### config.mk
export PLATFORM = sky130hd
export DESIGN_NAME = fp_ieee_to_cus_flat
export DESIGN_NICKNAME = d
export VERILOG_FILES = /design/src/rtl/fp_cus_pkg.sv /design/src/rtl/fp_ieee_to_cus_if.sv /design/src/rtl/fp_ieee_unpack.sv /design/src/rtl/fp_ieee_to_cus.sv /design/src/flat_wrapper.sv
export SDC_FILE = /design/constraint.sdc
export NUM_CORES = 1
export LEC_CHECK = 0
export CORE_MARGIN = 2
export CORE_UTILIZATION = 45
export CTS_CLUSTER_SIZE = 40
export DETAILED_ROUTE_END_ITERATION = 12
export PLACE_DENSITY = 0.72
export SYNTH_ARGS = -nofsm -noshare
export SYNTH_HDL_FRONTEND = slang
export SYNTH_SLANG_ARGS = --single-unit
### constraint.sdc
create_clock -name clock -period 3.5 [get_ports clock]
set_input_delay 0.7 -clock clock [delete_from_list [all_inputs] [get_ports clock]]
set_output_delay 0.7 -clock clock [all_outputs]
set_load 0.05 [all_outputs]
### src/rtl/fp_cus_pkg.sv
// Shared types and constants for the IEEE-754 single to custom multiplier word converter.
package fp_cus_pkg;

  localparam int EXP_W   = 7;
  localparam int MANT_W  = 24;
  localparam int NUM_OPS = 2;

  localparam logic signed [8:0] IEEE_BIAS = 9'sd127;
  localparam logic signed [8:0] EXP_MIN   = -9'sd64;
  localparam logic signed [8:0] EXP_MAX   = 9'sd63;

  localparam int FLG_UNF = 0;
  localparam int FLG_OVF = 1;
  localparam int FLG_NAN = 2;

  localparam logic [30:0] CUS_SAT_MAG = {7'h3F, 24'hFFFFFF};

  typedef enum logic [1:0] {CLS_ZERO, CLS_NORM, CLS_INF, CLS_NAN} cls_e;

  typedef struct packed {
    logic        sign;
    logic [8:0]  exp;   // signed, ieee_exp - 127
    logic [22:0] frac;
    cls_e        cls;
  } dec_t;

  typedef struct packed {
    logic [31:0] word;
    logic [2:0]  flags;
  } enc_t;

  function automatic enc_t encode(input dec_t d);
    enc_t r;
    r.word  = '0;
    r.flags = '0;
    unique case (d.cls)
      CLS_NORM: begin
        if ($signed(d.exp) > EXP_MAX) begin
          r.word           = {d.sign, CUS_SAT_MAG};
          r.flags[FLG_OVF] = 1'b1;
        end else if ($signed(d.exp) < EXP_MIN) begin
          r.flags[FLG_UNF] = 1'b1;
        end else begin
          r.word = {d.sign, d.exp[EXP_W-1:0], 1'b1, d.frac};
        end
      end
      CLS_INF: begin
        r.word           = {d.sign, CUS_SAT_MAG};
        r.flags[FLG_OVF] = 1'b1;
      end
      CLS_NAN: begin
        r.word           = {1'b0, CUS_SAT_MAG};
        r.flags[FLG_NAN] = 1'b1;
      end
      default: ;  // zero/denormal: word and flags stay 0, sign dropped
    endcase
    return r;
  endfunction

endpackage

### src/rtl/fp_ieee_to_cus_if.sv
// Operand-pair stream into the converter and converted-pair stream out to the multiplier.
interface fp_ieee_to_cus_if;
  logic        in_valid;
  logic        in_ready;
  logic [31:0] ieee_a;
  logic [31:0] ieee_b;
  logic        out_valid;
  logic        out_ready;
  logic [31:0] dataa;
  logic [31:0] datab;
  logic [2:0]  flags_a;
  logic [2:0]  flags_b;

  modport master (
    output in_valid, ieee_a, ieee_b, out_ready,
    input  in_ready, out_valid, dataa, datab, flags_a, flags_b
  );

  modport slave (
    input  in_valid, ieee_a, ieee_b, out_ready,
    output in_ready, out_valid, dataa, datab, flags_a, flags_b
  );
endinterface

### src/rtl/fp_ieee_unpack.sv
// Combinational decode of one IEEE-754 single into sign, unbiased exponent, fraction, class.
module fp_ieee_unpack
  import fp_cus_pkg::*;
(
  input  logic [31:0] ieee_i,
  output dec_t        dec_o
);

  always_comb begin
    dec_o.sign = ieee_i[31];
    dec_o.exp  = $signed({1'b0, ieee_i[30:23]}) - IEEE_BIAS;
    dec_o.frac = ieee_i[22:0];
    if (ieee_i[30:23] == 8'h00)      dec_o.cls = CLS_ZERO;
    else if (ieee_i[30:23] == 8'hFF) dec_o.cls = (ieee_i[22:0] != '0) ? CLS_NAN : CLS_INF;
    else                             dec_o.cls = CLS_NORM;
  end

endmodule

### src/rtl/fp_ieee_to_cus.sv
// Two-stage IEEE single -> custom multiplier word converter with valid/ready flow control.
// Optional FP_CONV_SAT_CNT_EN adds a saturating count of flagged operands on output transfer.
module fp_ieee_to_cus
  import fp_cus_pkg::*;
(
  input  logic              clock,
  input  logic              reset,
  fp_ieee_to_cus_if.slave   bus
`ifdef FP_CONV_SAT_CNT_EN
  ,
  output logic [15:0]       sat_count
`endif
);

  logic [NUM_OPS-1:0][31:0] ieee;
  dec_t dec_d    [NUM_OPS];
  dec_t s1_dec_q [NUM_OPS];
  enc_t enc_d    [NUM_OPS];
  enc_t s2_enc_q [NUM_OPS];
  logic s1_valid_q, s2_valid_q;
  logic s1_advance, in_ready;

  assign ieee = {bus.ieee_b, bus.ieee_a};

  for (genvar i = 0; i < NUM_OPS; i++) begin : g_op
    fp_ieee_unpack u_unpack (.ieee_i(ieee[i]), .dec_o(dec_d[i]));
  end

  always_comb begin
    for (int i = 0; i < NUM_OPS; i++) enc_d[i] = encode(s1_dec_q[i]);
  end

  assign s1_advance = !s2_valid_q || bus.out_ready;
  assign in_ready   = !s1_valid_q || s1_advance;

  always_ff @(posedge clock) begin
    if (reset) begin
      s1_valid_q <= 1'b0;
      s2_valid_q <= 1'b0;
      for (int i = 0; i < NUM_OPS; i++) begin
        s1_dec_q[i] <= '0;
        s2_enc_q[i] <= '0;
      end
    end else begin
      if (in_ready) s1_valid_q <= bus.in_valid;
      if (bus.in_valid && in_ready) s1_dec_q <= dec_d;
      if (s1_advance) s2_valid_q <= s1_valid_q;
      // Stage 2 holds its word while stalled; only a real advance of a valid pair reloads it.
      if (s1_advance && s1_valid_q) s2_enc_q <= enc_d;
    end
  end

  assign bus.in_ready  = in_ready;
  assign bus.out_valid = s2_valid_q;
  assign bus.dataa     = s2_enc_q[0].word;
  assign bus.datab     = s2_enc_q[1].word;
  assign bus.flags_a   = s2_enc_q[0].flags;
  assign bus.flags_b   = s2_enc_q[1].flags;

`ifdef FP_CONV_SAT_CNT_EN
  logic [15:0] sat_q, sat_d;
  logic [16:0] sat_sum;

  always_comb begin
    sat_sum = {1'b0, sat_q} + {15'd0, |s2_enc_q[0].flags} + {15'd0, |s2_enc_q[1].flags};
    sat_d   = sat_sum[16] ? 16'hFFFF : sat_sum[15:0];
  end

  always_ff @(posedge clock) begin
    if (reset)                              sat_q <= '0;
    else if (s2_valid_q && bus.out_ready)   sat_q <= sat_d;
  end

  assign sat_count = sat_q;
`endif

endmodule

### src/flat_wrapper.sv
// flat-port wrapper written by rule: the top's interface ports become plain ports
module fp_ieee_to_cus_flat import fp_cus_pkg::*;
  (clock, reset, bus_in_valid, bus_ieee_a, bus_ieee_b, bus_out_ready, bus_in_ready, bus_out_valid, bus_dataa, bus_datab, bus_flags_a, bus_flags_b);
  fp_ieee_to_cus_if bus_i ();
  input  logic clock;
  input  logic reset;
  input wire logic [$bits(bus_i.in_valid)-1:0] bus_in_valid;
  input wire logic [$bits(bus_i.ieee_a)-1:0] bus_ieee_a;
  input wire logic [$bits(bus_i.ieee_b)-1:0] bus_ieee_b;
  input wire logic [$bits(bus_i.out_ready)-1:0] bus_out_ready;
  output wire logic [$bits(bus_i.in_ready)-1:0] bus_in_ready;
  output wire logic [$bits(bus_i.out_valid)-1:0] bus_out_valid;
  output wire logic [$bits(bus_i.dataa)-1:0] bus_dataa;
  output wire logic [$bits(bus_i.datab)-1:0] bus_datab;
  output wire logic [$bits(bus_i.flags_a)-1:0] bus_flags_a;
  output wire logic [$bits(bus_i.flags_b)-1:0] bus_flags_b;
  assign bus_i.in_valid = bus_in_valid;
  assign bus_i.ieee_a = bus_ieee_a;
  assign bus_i.ieee_b = bus_ieee_b;
  assign bus_i.out_ready = bus_out_ready;
  assign bus_in_ready = bus_i.in_ready;
  assign bus_out_valid = bus_i.out_valid;
  assign bus_dataa = bus_i.dataa;
  assign bus_datab = bus_i.datab;
  assign bus_flags_a = bus_i.flags_a;
  assign bus_flags_b = bus_i.flags_b;
  fp_ieee_to_cus u_core (.clock(clock), .reset(reset), .bus(bus_i));
endmodule
==> impl_results.md, run 1 <==
* Cts hold-fix bufs at 0
* Power per cell area at 496 nW/um2
* Crit path capture type: output port
* FP Rows at 41
* Sequential power share at 44.7%
* Post-cts resize count at 0
* Adder and majority gate portion of the synthesized area at 2.64%
* Largest net degree at the start of global routing at 51
* Clk_lat worst skew at 0.42 ns
* Share of cells above drive strength 1 at 7.75%
* Final net count at 854
* CTS Sinks at 142
* Initial Utilization at 45.6%
* CP startpoint kind: input pin
* Top FF cell, synth: dfxtp_1
* Core box area at 12,500 um2
* Vias at 5,008
* Max Cap Viol at 0
* Grt ovf at 0
* Post-Layout Cell Count at 960
* Internal at 0.00289 W
* Post-synthesis async set-or-reset flop share at 0%
* Slew Limit Fails at 0
* Clock power frac at 44.9%
* Antenna viol nets, final at 0
* Post-synthesis compound-gate area fraction at 20.0%
* Period utilization at 83.9%
* PnR Total Power at 0.00382 W
* Synthesized instance count at 649
* Combinational share of power at 10.4%
* Initial antenna violation count at 1
* Synth Area in XOR/XNOR at 1.54%
* Worst hold path depth at 2
* Total CTS buffers at 17
* Worst hold slack at 0.456 ns
* Critical path class: input pin to output port
* Register bit total from synthesis at 142
* Final setup TNS at 0 ns
* Gpl congestion at 0.839
* Post-synthesis sequential area ratio at 50.0%
* Worst slew pin tran at 1.27 ns
* Vias in the first global route at 4,836
* Setup violators final at 0
* Final min period at 2.94 ns
* Worst Path Required at 2.80 ns
* Setup repair after global routing missed its margin: no
* Yosys top cell area share at 50.0%
* Synthesized area at 5680 um2
* Multiplexer area fraction after synthesis at 0.352%
* Post-synth net total at 729
* DRT iter0 DRCs at 298
* P&R area growth vs syn at 35.7%
* Total GRT Usage at 21.8%
* Synth area leaders: dfxtp_1, nand2_1, o2bb2ai_1
* First-pass GRT wire length at 23,000 um
* Largest family of logic cells by synthesized area: simple AND/OR/NAND/NOR gates
* Routed Wire Length at 14,200 um
* FF-to-FF path depth at 5
* Switching share of power at 24.5%
* Post-DP HPWL at 9800 um
* PortBufs at 139
* Clock tree from TritonCTS: yes
* DR WL/cell at 14.7 um
* Relative slew slack at 15.3%
* Pre-Repair DR Iteration Count at 7
* Postcts setup bufs at 0
* Post-Place Cells at 927
* Root Buffer Master: clkbuf_16
* Clock tree buffer depth at 2
* Top cells by count, synth: dfxtp_1, nand2_1, nor2_1
* PnR worst setup slack at 0.562 ns
* Mean number of vias per cell at 5.22
* Final hold vios at 0
* Fmax at 0.340 GHz
* Clock H-tree levels at 4
* Syn avg cell area at 8.76 um2
* Die Y at 116 um
* Worst Path Max Fanout at 3
* Top-count cell post-synth: dfxtp_1
* Lkg Pwr at 2.81 nW
* Die width at 116 um
* Simple logic cell fraction of the synthesized area at 20.2%
* Internal reg-to-reg setup slack at 1.67 ns
* Number of remaining DRC errors at 0
* Synth cell types at 40
* EDFF count, synth at 0
* Synth area leader: dfxtp_1
* Setup Skew at 0.00562 ns
* Full die area at 13,500 um2
* P_sw at 0.000939 W
* Hold crit path type: flip-flop to flip-flop
* Arr. time, crit path at 2.24 ns
* # IOs at 140
* Clk slew on worst S/H paths at 0.06 ns
* Yosys warnings at 0
* VDD IR max at 0.269 mV
* Pre-CTS WS at 0.571 ns
* Outcome: finished, final reports clean
==> cells in the final DEF (no fill, tap or decap), types with 2 or more instances in the layout <==
master | synthesis | layout
and4_1 | 2 | 2
clkbuf_16 | 0 | 17
inv_1 | 13 | 13
clkinv_2 | 0 | 5
clkdlybuf4s50_1 | 0 | 138
nor4_1 | 10 | 10
o21ai_2 | 0 | 2
nand2_1 | 130 | 129
a21oi_1 | 68 | 68
nand3_1 | 12 | 12
nor2_1 | 85 | 85
nand3b_1 | 2 | 2
o21ai_1 | 2 | 2
xor2_1 | 5 | 5
o211ai_1 | 2 | 2
a211o_1 | 2 | 2
buf_4 | 7 | 12
ha_1 | 12 | 12
a31oi_1 | 2 | 2
nand4_1 | 7 | 7
o2bb2ai_1 | 50 | 50
a211oi_1 | 12 | 12
nor4b_1 | 2 | 2
dfxtp_1 | 142 | 142
xnor2_1 | 5 | 5
o2111ai_1 | 2 | 2
o2bb2ai_2 | 10 | 10
nor3_1 | 10 | 10
mux2i_1 | 2 | 2
clkinvlp_4 | 0 | 3
nor2b_1 | 2 | 2
a21boi_0 | 2 | 2
clkbuf_8 | 0 | 4
==> metal layers <==
layer,track usage (%),vias up,routed length (um)
li1,-,2497,-
met2,36.1,155,6670
met4,8.57,0,238
met1,26.4,2333,6340
met5,0,-,0
met3,7.01,23,910
==> logic make-up (layout without fill, tap and decap cells) <==
logic type / Yosys count / in the layout
fa+ha+maj: 12 / 12
xor+xnor: 10 / 10
mux: 2 / 2
flops: 142 / 142
simple gates: 269 / 269
buf+inv: 58 / 196
other cells: 0 / 1
compound gates: 156 / 156
==> stage by stage <==
step / utilization, % / area, um2
2_1_floorplan: - / 5680
3_3_place_gp: 57.3 / 7140
3_5_place_dp: 57.3 / 7140
4_1_cts: 61.8 / 7710
5_1_grt: 61.8 / 7710
6_report: 61.9 / 7710
==> worst max-delay path, stage by stage <==
cell	delay (ns)
clkdlybuf4s50_1	0.52
nand3b_1	0.18
clkdlybuf4s50_1	0.83
==> power by group through the flow <==
stage                     clock (W)  combinational [W]  sequential (W)
after floorplan                   0           0.000219         0.00176
after global placement            0           0.000388         0.00174
after detailed placement          0           0.000397         0.00174
after global routing        0.00181           0.000442         0.00171
after CTS                   0.00174           0.000400         0.00171
final                       0.00172           0.000399         0.00171
==> area by class of cell <==
type	instances	area, um2
inverter	13	48.8
clock buffer	22	484
fill	1061	4750
antenna	1	2.50
sequential	142	2840
tap	172	215
multi-input combinational	449	2550
timing repair buffer	151	1480
clock inverter	10	86.3
==> flip-flops by register name (all words and copies together), names as in the netlist <==
register,flops
u_core.s1_dec_q,70
u_core.bus.dataa,32
u_core.bus.datab,32
u_core.bus.flags_a,3
u_core.bus.flags_b,3
u_core.bus.out_valid,1
u_core.s1_valid_q,1
==> final timing paths <==
kind	start	end
worst min register to register	u_core.s1_dec_q[16]$_SDFFE_PP0P_	u_core.s1_dec_q[16]$_SDFFE_PP0P_
worst min-delay path	u_core.s1_dec_q[16]$_SDFFE_PP0P_	u_core.s1_dec_q[16]$_SDFFE_PP0P_
worst max register to register	u_core.s1_valid_q$_SDFFE_PP0N_	u_core.s1_dec_q[38]$_SDFFE_PP0P_
worst max-delay path	bus_out_ready	bus_in_ready
(Power assumes the default switching activity.)
==> inputs of run 2 (changes only) <==
--- a/config.mk
+++ b/config.mk
@@ -6,10 +6,10 @@
 export NUM_CORES = 1
 export LEC_CHECK = 0
 export CORE_MARGIN = 2
-export CORE_UTILIZATION = 45
+export CORE_UTILIZATION = 44
 export CTS_CLUSTER_SIZE = 40
 export DETAILED_ROUTE_END_ITERATION = 12
-export PLACE_DENSITY = 0.72
+export PLACE_DENSITY = 0.73
 export SYNTH_ARGS = -nofsm -noshare
 export SYNTH_HDL_FRONTEND = slang
 export SYNTH_SLANG_ARGS = --single-unit
==> constraint.sdc (replaced) <==
create_clock -name clock -period 2.4 [get_ports clock]
set_input_delay 0.48 -clock clock [delete_from_list [all_inputs] [get_ports clock]]
set_output_delay 0.48 -clock clock [all_outputs]
set_load 0.05 [all_outputs]
==> impl_results.md, run 2 (same netlist as run 1, synthesis figures left out) <==
* Switching share of power at 24.1% (-0.47 points)
* Area of the multi-input gates at 2550 um2 (unchanged)
* Most frequent cells in the layout: dfxtp_1, clkdlybuf4s50_1, nand2_1
* Clk slew on worst S/H paths at 0.06 ns (about the same)
* Slew Limit Fails at 0 (unchanged)
* Die Y at 118 um (+1.1%)
* Routed Wire Length at 14,800 um (+4.6%)
* CTS Sinks at 142 (unchanged)
* Number of remaining DRC errors at 0 (unchanged)
* Fmax at 0.477 GHz
* Seq. cell area at 2840 um2 (unchanged)
* Sequential power share at 45.1% (+0.4 points)
* Critical path class: flip-flop to output port
* Die width at 118 um (+1.1%)
* DRT iter0 DRCs at 319 (+7.0%)
* P&R area growth vs syn at 36.2%
* Crit path buf inv count at 1 (-1)
* PnR worst setup slack at 0.303 ns (-0.259 ns)
* Post-Layout Inst Area at 7740 um2 (+0.42%)
* Commonest non-fill, non-tap cell in the layout: dfxtp_1
* Reg2Reg Launch Point: u_core.bus.out_valid$_SDFFE_PP0P_
* Delay-heaviest family, CP: buffers and inverters
* M3 GR Usage at 7.07% (+0.068 points)
* # IOs at 140 (unchanged)
* Internal at 0.00420 W (+46%)
* GRT busiest layer: met2
* Fillers at 1,152 (+8.6%)
* Mean number of vias per cell at 5.34 (+2.3%)
* Final min period at 2.10 ns
* Pre-CTS WS at -0.160 ns (-0.731 ns)
* Gpl congestion at 0.864 (+3.0%)
* Clock tree buffer depth at 2 (unchanged)
* Total CTS buffers at 17 (unchanged)
* Largest net degree at the start of global routing at 90 (+76%)
* Final core utilization at 61.4% (-0.50 points)
* Lkg Pwr at 2.84 nW (+0.81%)
* Root Buffer Master: clkbuf_16
* Combinational share of power at 10.7% (+0.3 points)
* Clock power frac at 44.2% (-0.7 points)
* Total GRT Usage at 21.7% (-0.11 points)
* Worst Path Max Fanout at 2 (-1)
* First-pass GRT wire length at 24,500 um (+6.3%)
* Max Cap Viol at 0 (unchanged)
* Postcts setup bufs at 0 (unchanged)
* Period utilization at 87.4%
* DR WL/cell at 15.5 um (+4.8%)
* Largest Register: u_core.s1_dec_q
* Cts hold-fix bufs at 0 (unchanged)
* Clock tree from TritonCTS: yes
* Relative slew slack at 34.1% (+19 points)
* Worst setup path startpoint: u_core.bus.dataa[10]$_SDFFE_PP0P_
* Crit-path cells: clkdlybuf4s50_1
* Initial antenna violation count at 0 (-1)
* Max FFs per register at 70 (unchanged)
* Global-route met1 utilization at 24.8% (-1.6 points)
* Outcome: finished, final reports clean
* Worst hold slack at 0.456 ns (-0.000330 ns)
* Power per cell area at 714 nW/um2 (+44%)
* Final net count at 855 (+0.12%)
* Min-delay src: u_core.bus.flags_a[0]$_SDFFE_PP0P_
* Crit path capture type: output port
* Grt ovf at 0 (unchanged)
* Initial Utilization at 45.0% (-0.56 points)
* P_sw at 0.00133 W (+42%)
* PortBufs at 139 (unchanged)
* Max stage delay cell, worst path: clkdlybuf4s50_1
* Arr. time, crit path at 1.62 ns (-0.62 ns)
* Routing usage on met2 at 36.8% (+0.65 points)
* Antenna cells at 0 (-1)
* Clock H-tree levels at 4 (unchanged)
* Core box area at 12,600 um2 (+1.2%)
* Post-cts resize count at 0 (unchanged)
* Setup Skew at 0.00756 ns (+0.00193 ns)
* Hold crit path type: flip-flop to flip-flop
* Vias in the first global route at 5,154 (+6.6%)
* Full die area at 13,800 um2 (+2.2%)
* Worst slew pin tran at 0.986 ns (-0.285 ns)
* FP Rows at 41 (unchanged)
* Worst Path Required at 1.92 ns (-0.88 ns)
* Antenna viol nets, final at 0 (unchanged)
* Setup violators final at 0 (unchanged)
* Clk_lat worst skew at 0.42 ns (about the same)
* Final hold vios at 0 (unchanged)
* Area after DPL at 7190 um2 (+0.77%)
* Internal reg-to-reg setup slack at 0.41 ns (-1.26 ns)
* Pre-Repair DR Iteration Count at 5 (-2)
* Share of cells above drive strength 1 at 7.63% (-0.12 points)
* CP startpoint kind: flip-flop
* Vias at 5,114 (+2.1%)
* Post-DP HPWL at 10,000 um (+2.4%)
* Crit-path max cell delay at 0.83 ns (about the same)
* VDD IR max at 0.417 mV (+55%)
* Setup repair after global routing missed its margin: no
[run 2: layout make-up]
type	count	area share (%)
clock buffer	23	6.30
inverter	13	0.630
sequential	142	36.7
multi-input combinational	449	33.0
timing repair buffer	152	19.8
clock inverter	7	0.808
tap	172	2.78
[run 2: per-layer routing]
metal	share of wire (%)	wire, um
met1	41	6050
met5	0	0
met2	50	7340
met4	2.7	402
met3	6.9	1020
[run 2: power groups by stage]
stage / sequential [W] / combinational [W] / clock [W]
final: 0.00249 / 0.000593 / 0.00245
after global routing: 0.00250 / 0.000653 / 0.00258
after CTS: 0.00249 / 0.000595 / 0.00247
after detailed placement: 0.00254 / 0.000593 / 0
after global placement: 0.00254 / 0.000579 / 0
after floorplan: 0.00257 / 0.000319 / 0
[run 2: path summary, 6_finish.rpt]
kind,end,depth (start not counted)
hold / removal,u_core.bus.flags_a[0]$_SDFFE_PP0P_,2
hold reg to reg,u_core.bus.flags_a[0]$_SDFFE_PP0P_,2
setup reg to reg,u_core.bus.dataa[19]$_SDFFE_PP0P_,5
setup / recovery,bus_dataa[10],1
[run 2: per-stage QoR]
stage | total power, W | TNS (ns) | instances
floorplan | 0.00288 | 0 | 649
global placement | 0.00312 | -2.30 | 928
detailed placement | 0.00313 | -3.41 | 928
CTS | 0.00556 | 0 | 958
global route | 0.00573 | 0 | 958
finish | 0.00553 | 0 | 958
==> inputs of run 3 (changes only) <==
--- a/config.mk
+++ b/config.mk
@@ -5,7 +5,7 @@
 export SDC_FILE = /design/constraint.sdc
 export NUM_CORES = 1
 export LEC_CHECK = 0
-export CORE_MARGIN = 2
+export CORE_MARGIN = 5
 export CORE_UTILIZATION = 44
 export CTS_CLUSTER_SIZE = 40
 export DETAILED_ROUTE_END_ITERATION = 12
==> impl_results.md, run 3 (same netlist as run 1, synthesis figures left out) <==
* Initial antenna violation count at 1 (+1)
* Relative slew slack at 50.6% (+16 points)
* Setup Skew at 0.00778 ns (+0.000226 ns)
* Setup violators final at 0 (unchanged)
* Setup repair after global routing missed its margin: no
* # IOs at 140 (unchanged)
* M3 GR Usage at 6.90% (-0.17 points)
* Clk slew on worst S/H paths at 0.06 ns (about the same)
* DRT iter0 DRCs at 311 (-2.5%)
* Internal at 0.00459 W (+9.4%)
* Vias at 5,113 (-0.020%)
* Clock H-tree levels at 4 (unchanged)
* Final hold vios at 0 (unchanged)
* Cts hold-fix bufs at 0 (unchanged)
* Number of remaining DRC errors at 0 (unchanged)
* Most frequent cells in the layout: dfxtp_1, clkdlybuf4s50_1, nand2_1
* Post-DP HPWL at 10,600 um (+5.4%)
* Share of cells above drive strength 1 at 8.23% (+0.59 points)
* Post-cts resize count at 0 (unchanged)
* Max FFs per register at 70 (unchanged)
* PortBufs at 139 (unchanged)
* CTS Sinks at 142 (unchanged)
* Die Y at 124 um (+5.1%)
* Power per cell area at 761 nW/um2 (+6.5%)
* Global-route met1 utilization at 23.1% (-1.7 points)
* Max stage delay cell, worst path: clkdlybuf4s50_1
* Clock power frac at 48.4% (+4.2 points)
* CP startpoint kind: flip-flop
* Mean number of vias per cell at 5.31 (-0.54%)
* Internal reg-to-reg setup slack at 0.54 ns (+0.13 ns)
* Hold crit path type: flip-flop to flip-flop
* PnR Total Power at 0.00598 W (+8.1%)
* Largest net degree at the start of global routing at 62 (-31%)
* VDD IR max at 0.437 mV (+4.9%)
* Crit path capture type: output port
* First-pass GRT wire length at 24,900 um (+1.6%)
* Outcome: finished, final reports clean
* Clock tree buffer depth at 2 (unchanged)
* Antenna viol nets, final at 0 (unchanged)
* Final min period at 2.10 ns (+0.000974 ns)
* Switching share of power at 23.2% (-0.91 points)
* Gpl congestion at 0.830 (-4.0%)
* Grt ovf at 0 (unchanged)
* P_sw at 0.00139 W (+4.0%)
* Total CTS buffers at 17 (unchanged)
* Final setup TNS at 0 ns (unchanged)
* Worst Path Max Fanout at 2 (unchanged)
* Worst Path Required at 1.92 ns (about the same)
* Period utilization at 87.4% (about the same)
* Routed Wire Length at 15,500 um (+4.4%)
* Total GRT Usage at 20.5% (-1.2 points)
* Clk_lat worst skew at 0.40 ns (-0.02 ns)
* Combinational share of power at 9.9% (-0.8 points)
* Crit path buf inv count at 1 (unchanged)
* Final net count at 857 (+0.23%)
* P&R area growth vs syn at 38.3%
* FP Rows at 41 (unchanged)
* DR WL/cell at 16.1 um (+3.9%)
* Clock tree from TritonCTS: yes
* Vias in the first global route at 5,212 (+1.1%)
* Critical path class: flip-flop to output port
* Delay-heaviest family, CP: buffers and inverters
* Initial Utilization at 45.0% (unchanged)
* Worst slew pin tran at 0.740 ns (-0.246 ns)
* Slew Limit Fails at 0 (unchanged)
* Sequential power share at 41.7% (-3.4 points)
* Arr. time, crit path at 1.62 ns (about the same)
* Max Cap Viol at 0 (unchanged)
* Fmax at 0.477 GHz (about the same)
* Largest Register: u_core.s1_dec_q
* Full die area at 15,300 um2 (+10%)
* Routing usage on met2 at 36.2% (-0.61 points)
* Commonest non-fill, non-tap cell in the layout: dfxtp_1
* Pre-Repair DR Iteration Count at 5 (unchanged)
* Lkg Pwr at 2.87 nW (+1.4%)
* Crit-path cells: clkdlybuf4s50_1
* Die width at 124 um (+5.1%)
* Postcts setup bufs at 0 (unchanged)
* Crit-path max cell delay at 0.84 ns (about the same)
* Fillers at 1,100 (-4.5%)
* Root Buffer Master: clkbuf_16
* Core box area at 12,600 um2 (unchanged)
* GRT busiest layer: met2
-- run 3: changes by cell type in the layout (fill, tap and decap cells not counted) --
cell        before  now
buf_12           4    3
buf_4           10   13
bufinv_16        1    5
clkbuf_1         2    1
clkbuf_8         4    2
clkinv_2         5    0
clkinv_4         0    1
clkinvlp_4       1    4
diode_2          0    1
inv_6            0    2
-- run 3: layout make-up --
cell class	instances	area (um2)	area share [%]
Multi-Input combinational cell	449	2550	32.5
Tap cell	172	215	2.74
Sequential cell	142	2840	36.2
Clock buffer	20	457	5.81
Clock inverter	12	206	2.63
Antenna cell	1	2.50	0.0318
Timing Repair Buffer	154	1530	19.5
Inverter	13	48.8	0.621
-- run 3: final timing paths --
check,from,endpoint,depth (start not counted)
worst max-delay path,u_core.bus.dataa[12]$_SDFFE_PP0P_,bus_dataa[12],1
worst min-delay path,u_core.s1_dec_q[15]$_SDFFE_PP0P_,u_core.s1_dec_q[15]$_SDFFE_PP0P_,2
worst max register to register,u_core.bus.out_valid$_SDFFE_PP0P_,u_core.bus.dataa[6]$_SDFFE_PP0P_,5
worst min register to register,u_core.s1_dec_q[15]$_SDFFE_PP0P_,u_core.s1_dec_q[15]$_SDFFE_PP0P_,2
-- run 3: through the flow --
stage	cell area [um2]	setup slack (ns)	util (%)	hold WS (ns)	instances
after floorplan	5680	0.409	-	0.437	649
after global placement	7200	0.0751	57.0	0.443	930
after detailed placement	7200	0.000333	57.0	0.447	930
after CTS	7860	0.283	62.3	0.456	962
after global routing	7860	0.244	62.3	0.472	963
final	7860	0.302	62.3	0.453	963
-- run 3: power by group through the flow --
stage | combinational [W] | sequential, W | clock [W]
final | 0.000592 | 0.00249 | 0.00290
after global routing | 0.000655 | 0.00250 | 0.00304
after CTS | 0.000596 | 0.00249 | 0.00294
after detailed placement | 0.000591 | 0.00254 | 0
after global placement | 0.000575 | 0.00254 | 0
after floorplan | 0.000319 | 0.00257 | 0
-- run 3: layer usage --
metal / part of all wire, % / wire, um / vias to the layer above
met4: 1.7 / 268 / 0
met3: 7.2 / 1120 / 20
met1: 40 / 6160 / 2421
li1: - / - / 2491
met2: 51 / 7910 / 181
met5: 0 / 0 / -
-- run 3: worst min-delay path, cell delays in order, from the launching register on --
cell,delay [ns]
dfxtp_1,0.31
nand2_1,0.05
a21oi_1,0.05
